--- src/rtl/lsu_mem_if.sv ---
// lsu_mem_if: load/store unit between the execute stage and a word-addressed
// data memory (32-bit words, combinational read, synchronous write).
// Byte-addressed LB/LH/LW/LBU/LHU/SB/SH/SW requests become word accesses.
// Sub-word stores use read-modify-write. Sub-word loads are sign- or zero-extended.
// Optional feature macro: LSU_PERF_CNT_EN enables saturating 16-bit
// performance counters. When undefined, the perf ports are tied to 0.
//
// Handshake: a request is accepted on a rising edge where req_valid && req_ready.
// req_ready is high only in IDLE. The request fields are sampled at that edge.
// There is no response backpressure: resp_valid is a one-cycle pulse in RESP,
// and resp_rdata/resp_err are meaningful only while resp_valid is high.
module lsu_mem_if #(
  parameter int DEPTH = 32,
  parameter int AW    = 32
) (
  input  logic          clk,
  input  logic          reset,
  input  logic          req_valid,
  output logic          req_ready,
  input  logic          req_we,
  input  logic [1:0]    req_size,
  input  logic          req_unsigned,
  input  logic [AW-1:0] req_addr,
  input  logic [31:0]   req_wdata,
  output logic          resp_valid,
  output logic [31:0]   resp_rdata,
  output logic          resp_err,
  output logic [AW-1:0] mem_addr,
  output logic [31:0]   mem_wdata,
  output logic          mem_we,
  input  logic [31:0]   mem_rdata,
  output logic [15:0]   perf_loads,
  output logic [15:0]   perf_stores,
  output logic [15:0]   perf_errs,
  output logic [2:0]    state_dbg
);

  typedef enum logic [2:0] {
    ST_IDLE = 3'd0,
    ST_LOAD = 3'd1,
    ST_STRD = 3'd2,
    ST_STWR = 3'd3,
    ST_RESP = 3'd4
  } state_t;

  localparam logic [1:0] SZ_BYTE = 2'b00;
  localparam logic [1:0] SZ_HALF = 2'b01;
  localparam logic [1:0] SZ_WORD = 2'b10;
  localparam logic [1:0] SZ_ILL  = 2'b11;

  state_t        st, st_nxt;
  logic          accept;
  logic [AW-1:0] req_word;
  logic          req_err;

  // Request fields latched at accept.
  logic          lat_we;
  logic [1:0]    lat_size;
  logic          lat_unsigned;
  logic [1:0]    lat_lane;
  logic [31:0]   lat_wdata;
  logic          lat_err;
  // Holds the extended load data in LOAD, or the merged store word in STRD.
  logic [31:0]   data_q;
  logic [AW-1:0] mem_addr_q;

  logic [7:0]    sel_byte;
  logic [15:0]   sel_half;
  logic [31:0]   load_ext;
  logic [31:0]   merged;

  assign req_ready = (st == ST_IDLE);
  assign accept    = req_valid && req_ready;
  assign req_word  = req_addr >> 2;

  // Request error check: illegal size, misalignment, or word index outside the memory.
  always_comb begin
    req_err = 1'b0;
    if (req_size == SZ_ILL)                            req_err = 1'b1;
    if ((req_size == SZ_HALF) && req_addr[0])          req_err = 1'b1;
    if ((req_size == SZ_WORD) && (req_addr[1:0] != 2'b00)) req_err = 1'b1;
    if (req_word >= AW'(DEPTH))                        req_err = 1'b1;
  end

  // State register. Reset drops any in-flight request without a response.
  always_ff @(posedge clk) begin
    if (reset) st <= ST_IDLE;
    else       st <= st_nxt;
  end

  // Next-state logic. Word stores skip the read phase. Errors go straight to RESP.
  always_comb begin
    st_nxt = st;
    case (st)
      ST_IDLE: begin
        if (accept) begin
          if (req_err)                   st_nxt = ST_RESP;
          else if (!req_we)              st_nxt = ST_LOAD;
          else if (req_size == SZ_WORD)  st_nxt = ST_STWR;
          else                           st_nxt = ST_STRD;
        end
      end
      ST_LOAD: st_nxt = ST_RESP;
      ST_STRD: st_nxt = ST_STWR;
      ST_STWR: st_nxt = ST_RESP;
      ST_RESP: st_nxt = ST_IDLE;
      default: st_nxt = ST_IDLE;
    endcase
  end

  // Lane selection and extension of the word read from memory, for loads.
  always_comb begin
    sel_byte = mem_rdata[7:0];
    case (lat_lane)
      2'd0: sel_byte = mem_rdata[7:0];
      2'd1: sel_byte = mem_rdata[15:8];
      2'd2: sel_byte = mem_rdata[23:16];
      2'd3: sel_byte = mem_rdata[31:24];
      default: sel_byte = mem_rdata[7:0];
    endcase
    sel_half = lat_lane[1] ? mem_rdata[31:16] : mem_rdata[15:0];
    load_ext = mem_rdata;
    case (lat_size)
      SZ_BYTE: load_ext = lat_unsigned ? {24'd0, sel_byte} : {{24{sel_byte[7]}}, sel_byte};
      SZ_HALF: load_ext = lat_unsigned ? {16'd0, sel_half} : {{16{sel_half[15]}}, sel_half};
      default: load_ext = mem_rdata;
    endcase
  end

  // Merge store data into the word read from memory. Only the addressed lane changes.
  always_comb begin
    merged = mem_rdata;
    case (lat_size)
      SZ_BYTE: begin
        case (lat_lane)
          2'd0: merged[7:0]   = lat_wdata[7:0];
          2'd1: merged[15:8]  = lat_wdata[7:0];
          2'd2: merged[23:16] = lat_wdata[7:0];
          2'd3: merged[31:24] = lat_wdata[7:0];
          default: merged = mem_rdata;
        endcase
      end
      SZ_HALF: begin
        if (lat_lane[1]) merged[31:16] = lat_wdata[15:0];
        else             merged[15:0]  = lat_wdata[15:0];
      end
      default: merged = lat_wdata;
    endcase
  end

  // Datapath registers. Latch the request at accept, then capture memory data in LOAD or STRD.
  always_ff @(posedge clk) begin
    if (reset) begin
      lat_we       <= 1'b0;
      lat_size     <= 2'b00;
      lat_unsigned <= 1'b0;
      lat_lane     <= 2'b00;
      lat_wdata    <= 32'd0;
      lat_err      <= 1'b0;
      data_q       <= 32'd0;
      mem_addr_q   <= '0;
    end else begin
      if (accept) begin
        lat_we       <= req_we;
        lat_size     <= req_size;
        lat_unsigned <= req_unsigned;
        lat_lane     <= req_addr[1:0];
        lat_wdata    <= req_wdata;
        lat_err      <= req_err;
        // An erroring request never drives memory, so mem_addr keeps its old value.
        if (!req_err) mem_addr_q <= req_word;
      end
      if (st == ST_LOAD) data_q <= load_ext;
      if (st == ST_STRD) data_q <= merged;
    end
  end

  assign mem_addr   = mem_addr_q;
  // The write enable is gated by reset so that a reset landing in STWR blocks the write.
  assign mem_we     = (st == ST_STWR) && !reset;
  assign mem_wdata  = (st == ST_STWR) ? ((lat_size == SZ_WORD) ? lat_wdata : data_q) : 32'd0;
  assign resp_valid = (st == ST_RESP);
  assign resp_err   = resp_valid && lat_err;
  assign resp_rdata = (resp_valid && !lat_we && !lat_err) ? data_q : 32'd0;
  assign state_dbg  = st;

`ifdef LSU_PERF_CNT_EN
  logic [15:0] cnt_loads, cnt_stores, cnt_errs;

  // Saturating completion counters, updated once per response.
  always_ff @(posedge clk) begin
    if (reset) begin
      cnt_loads  <= 16'd0;
      cnt_stores <= 16'd0;
      cnt_errs   <= 16'd0;
    end else if (st == ST_RESP) begin
      if (lat_err) begin
        if (cnt_errs != 16'hFFFF) cnt_errs <= cnt_errs + 16'd1;
      end else if (lat_we) begin
        if (cnt_stores != 16'hFFFF) cnt_stores <= cnt_stores + 16'd1;
      end else begin
        if (cnt_loads != 16'hFFFF) cnt_loads <= cnt_loads + 16'd1;
      end
    end
  end

  assign perf_loads  = cnt_loads;
  assign perf_stores = cnt_stores;
  assign perf_errs   = cnt_errs;
`else
  assign perf_loads  = 16'd0;
  assign perf_stores = 16'd0;
  assign perf_errs   = 16'd0;
`endif

endmodule

--- config.mk ---
export PLATFORM = sky130hd
export DESIGN_NAME = lsu_mem_if
export DESIGN_NICKNAME = d
export VERILOG_FILES = /design/src/rtl/lsu_mem_if.sv
export SDC_FILE = /design/constraint.sdc
export NUM_CORES = 1
export LEC_CHECK = 0
export CORE_MARGIN = 2
export CORE_UTILIZATION = 25
export DETAILED_ROUTE_END_ITERATION = 8
export GPL_TIMING_DRIVEN = 0
export REMOVE_ABC_BUFFERS = 1
export SLEW_MARGIN = 30
export SYNTH_ARGS = -nofsm -noshare
export SYNTH_HDL_FRONTEND = slang
export SYNTH_SLANG_ARGS = --single-unit
--- constraint.sdc ---
create_clock -name clk -period 1.65 [get_ports clk]
set_input_delay 0.33 -clock clk [delete_from_list [all_inputs] [get_ports clk]]
set_output_delay 0.33 -clock clk [all_outputs]
set_load 0.01 [all_outputs]
; ---- Word-level counts from Yosys, hierarchy flattened
; Index checks and enable logic that the tools add are counted.
[word_totals]
regBits = 104
wordCells = 67
[classes]
n_lt_le_gt_ge = 1
n_eq_ne = 13
muxes = 26
bitwise_logic = 1
reduce_logical = 17
[op_table]
columns = op, count
row1 = 2-to-1 mux 32 bit, 7
row2 = case mux 32 bit (2 select lines), 2
row3 = 2-to-1 mux 16 bit, 3
row4 = 2-to-1 mux 8 bit, 4
row5 = case mux 8 bit (4 select lines), 1
row6 = >= comparator 30 x 6 -> 1 bit (second input constant), 1
row7 = equality test 2 bit (second input constant), 5
row8 = case mux 3 bit (3 select lines), 1
row9 = logical AND 1 bit, 7
row10 = equality test 2 x 1 -> 1 bit (second input constant), 3
row11 = equality test 3 x 2 -> 1 bit (second input constant), 2
row12 = 2-to-1 mux 3 bit, 2
row13 = 2-to-1 mux 1 bit, 5
row14 = logical NOT 2 bit, 2
row15 = nonzero test 2 bit, 2
row16 = equality test 3 x 1 -> 1 bit (second input constant), 1
row17 = equality test 3 bit (second input constant), 1
row18 = logical NOT 1 bit, 3
row19 = logical NOT 3 bit, 1
row20 = 2-to-1 mux 2 bit, 1
row21 = inequality test 2 x 1 -> 1 bit (second input constant), 1
row22 = AND reduction 2 bit, 1
row23 = OR reduction 2 bit, 1
row24 = inverter 1 bit, 1

; ---- Depth between registers and ports, before layout
[logic_depth]
word_depth = 8
mapped_depth = 7
mapped_depth_nobuf = 4

; ---- Worst setup path before layout
; No wires, ideal clock.
[synth_path]
kind = register -> output
start = register st[2], in the netlist state_dbg[2]
end = output port resp_rdata[10]
t_arrival_ns = 1.719
required_time_ns = 1.320
setup_slack_ns = -0.399
stages_incl_launch_ff = 6
n_path_buf = 2
path_cell_list = dfxtp_1 -> buf_6 -> nor3b_1 -> nor3b_2 -> clkbuf_1 -> and2_1
[synth_between]
elab_chain_cells = 4
[synth_rtl]
columns = element, line
row1 = from (decl), 51  ; state_t st, st_nxt;
row2 = from (signal assigned), 88  ; else st <= st_nxt;
row3 = equality test 3 bit, 182  ; assign resp_valid = (st == ST_RESP);
row4 = net resp_valid, 25  ; output logic resp_valid,
row5 = logical AND 1 bit (2 in series), 184  ; assign resp_rdata = (resp_valid && !lat_we && !lat_err) ? data_q : 32'd0;
row6 = 2-to-1 mux 32 bit, 184
row7 = to (decl), 26  ; output logic [31:0] resp_rdata,
; The timed path passes the listed nets, and every way through them passes these cells.

; ---- Final worst setup path
[layout_path]
start = register st[0], in the netlist state_dbg[0]
end = output port resp_rdata[0]
[layout_between]
elab_chain_cells = 4
[layout_rtl]
columns = element, line
row1 = equality test 3 bit, 182
row2 = logical AND 1 bit (2 in series), 184
row3 = 2-to-1 mux 32 bit, 184
; Every way passes these cells.

==> flow_metrics.py <==
metrics = {
    "setup_path": {
        "crit_family": "simple AND/OR/NAND/NOR gates",
        "arrival_ps": 1780,
        "ff2ff_setup_slack_ps": -280,
        "rr_worst_depth": 6,
        "crit_buf_inv": 4,
        "cp_slowest_cell": "dfxtp_4",
        "crit_path_start_kind": "register",
        "crit_path_frequent_cell": "buf_6",
        "worstSetupPathType": "register to primary output",
        "cp-startpoint": "state_dbg[0]",
        "crit_chain": "nor3b_4 > nor3b_4 > buf_6 > buf_6 > buf_8 > and2_4 > buf_6",
        "timing.rr.end": "data_q[28]",
        "worst-path-stages": 7,
        "cpPeakStageDelay_ps": 360,
        "worstReg2RegStart": "state_dbg[2]",
        "worstPathRequired_ps": 1320,
        "crit_path_end": "resp_rdata[0]",
        "cp_max_fo": 5,
        "worst_setup_path_end_kind": "primary output",
    },
    "clock_tree": {
        "cts_buffers": 9,
        "postCtsHoldBufs": 0,
        "clk_pin_slew_ps": 70,
        "cts-root-buf": "clkbuf_16",
        "cts_sinks": 104,
        "clockBufferDepth": 2,
        "cts_tree": "done",
        "clk_latency_ps": 360,
        "htree_levels": 3,
    },
    "timing": {
        "hold_viol": 0,
        "post-route-worst-setup-slack_ps": -463,
        "tns_ps": -38390,
        "tightestPinTransition_ps": 951,
        "rsz0062_at_grt": "true",
        "period_minus_slack_ps": 2110,
        "post-route-period-util_pct": 128,
        "setup_viol": 159,
        "finClkSkew_ps": 7.25,
        "slew_headroom_pct": 36.6,
        "max_clock_freq_mhz": 473,
        "final_max_slew_viol_count": 0,
    },
    "synth": {
        "syn_area_mm2": 0.00645,
        "ys_warn_count": 0,
        "synth.ff_latch_count": 104,
        "netlist.area_leader.share_pct": 32.3,
        "syn_inst": 839,
        "ys_seq_area_share_pct": 32.3,
        "synth.most_common_cell": "nand2_1",
        "ys_top_cells_by_area": "dfxtp_1 (32%), nand2_1 (11%), a21oi_1 (6.6%)",
        "synth_enable_flop_cells": 0,
        "yosysTopAreaCell": "dfxtp_1",
        "yosys-top-cells-count": "nand2_1 (186), dfxtp_1 (104), a21oi_1 (85), and2_1 (68), buf_4 (51)",
        "synthFlopType": "dfxtp_1",
        "ys_types": 70,
        "syn-mean-instance-area_um2": 7.69,
        "synthArstFlopShare_pct": 0,
    },
    "power_and_ir_drop": {
        "irDropWorstVdd_mv": 0.573,
        "power_mw": 6.95,
        "power.leakage_nw": 4.54,
        "power_density_mw_per_mm2": 601,
    },
    "cells_and_area": {
        "fin_util_pct": 45.8,
        "regArea_mm2": 0.00211,
        "fillers": 2406,
        "final_cell_area_mm2": 0.0116,
        "drive_gt1_share_pct": 41.8,
        "multi_input_area_mm2": 0.00523,
        "num-nets-final": 1222,
        "area_growth_pct": 79.2,
    },
    "route": {
        "drt_iter0_markers": 806,
        "finalWirelength_um": 33800,
        "vias": 7991,
        "drtAntennaViolNets": 0,
        "first_pass_iters": 6,
        "wire_per_inst_um": 23.2,
        "viasPerCell": 5.49,
        "drc": 0,
    },
    "outcome": {
        "status": "complete, but fails checks",
        "violations": "negative setup slack",
    },
    "grt": {
        "grt_first_pass_wirelength_um": 42500,
        "grt_use_total_pct": 21.1,
        "antenna_found_initial": 2,
        "grt_max_degree": 49,
        "grt_overflow": 0,
        "grt_pass1_vias": 7009,
    },
    "min_path": {
        "hp-class": "register to register",
        "whs_path_depth": 2,
    },
    "floorplanning": {
        "io_pins": 254,
        "core.rowCount": 58,
        "die_area_mm2": 0.0271,
        "core-area_mm2": 0.0253,
        "initial_core_util_pct": 25.5,
        "die_y_um": 165,
        "die-width_um": 165,
    },
    "placement": {
        "routabilityCongestion": 0.829,
        "dp_hpwl_um": 18000,
        "dpl_cell_area_mm2": 0.00855,
        "portBuffers": 203,
    },
    "flow_run": {
        "drv_cap": 0,
    },
}
[worst min-delay path by stage]
stage | startpoint | endpoint | slack, ps
3_3_place_gp | mem_addr[28] | mem_addr[28] | 440
5_1_grt | mem_addr[0] | mem_addr[0] | 470
4_1_cts | mem_addr[0] | mem_addr[0] | 470
2_1_floorplan | reset | lat_lane[0] | 400
3_5_place_dp | mem_addr[7] | mem_addr[7] | 440
6_report | mem_addr[4] | mem_addr[4] | 460
[layout make-up]
cell class	instances	area share, %
timing repair buffer	323	29.7
sequential	104	18.2
inverter	14	0.509
tap	330	3.57
antenna	2	0.0433
clock buffer	11	2.01
clock inverter	5	0.715
multi-input combinational	667	45.2
[metrics by stage]
stage               hold slack (ps)  cells  setup WS, ps
global placement                441   1302         -4200
CTS                             466   1386          -494
global route                    474   1456          -547
finish                          463   1456          -463
floorplan                       399    769         -1550
detailed placement              444   1309         -1580
[flip-flops by register name, indices dropped and copies added (netlist names)]
name / count
lat_err: 1
lat_we: 1
lat_lane: 2
lat_wdata: 32
lat_size: 2
state_dbg: 3
lat_unsigned: 1
mem_addr: 30
data_q: 32
[metal layers]
metal,routed length (um),up-vias,part of all wire (%),GRT usage [%]
li1,-,3492,-,-
met1,12700,3777,38,26.3
met2,15300,593,45,35.1
met3,4190,129,12,6.28
met4,1640,0,4.9,6.09
met5,0,-,0,0
[worst register-to-register path, cell delays in order (launching register included)]
cell and delay (ps):
dfxtp_4 360, buf_12 130, buf_12 130, or3b_4 460
a221o_1 320, o311ai_2 270, o22ai_2 130
[layout by cell type (no fill, tap or decap), types with 7 or more instances in the layout]
cell type,instances
o2bb2ai_1,14
dlymetal6s2s_1,11
o2111a_1,7
o311ai_1,7
buf_2,34
nand2_1,137
a21oi_2,43
buf_12,13
clkdlybuf4s50_1,117
nand2_8,7
mux2_2,8
and2_4,38
nand2_4,25
o211ai_1,9
nand2_2,24
buf_6,50
nor2_1,8
buf_8,11
a21oi_1,40
buf_4,58
and2_1,30
buf_16,9
o311ai_2,7
nand3b_1,8
dfxtp_1,97
clkbuf_16,15
o22ai_2,11
o21ai_0,26
inv_1,11
dfxtp_4,7
conb_1,50
mux2i_1,15
[report_power, final]
group | switching [mW] | internal (mW) | total, mW | leakage (nW)
Sequential | 0.124 | 2.57 | 2.69 | 0.849
Combinational | 0.985 | 0.869 | 1.85 | 3.54
Clock | 1.07 | 1.34 | 2.41 | 0.154
[cell families (layout without fill, tap and decap cells)]
group	after synthesis	count (layout)	share of synthesized area, %
and+or+nand+nor	339	351	26.1
AOI/OAI and AO/OA	233	237	25.0
buffers and inverters	133	353	11.8
DFF	104	104	32.3
muxes	28	28	4.60
other	1	52	0.0582
xor gates and xnor gates	1	1	0.136
[what timing repair did]
item,in CTS,in global routing
pin swaps,50,112
gates cloned,13,17
endpoints found under the setup margin,174,171
buffers inserted,50,52
resized for setup,427,264
Power figures use the tool's default switching activity.
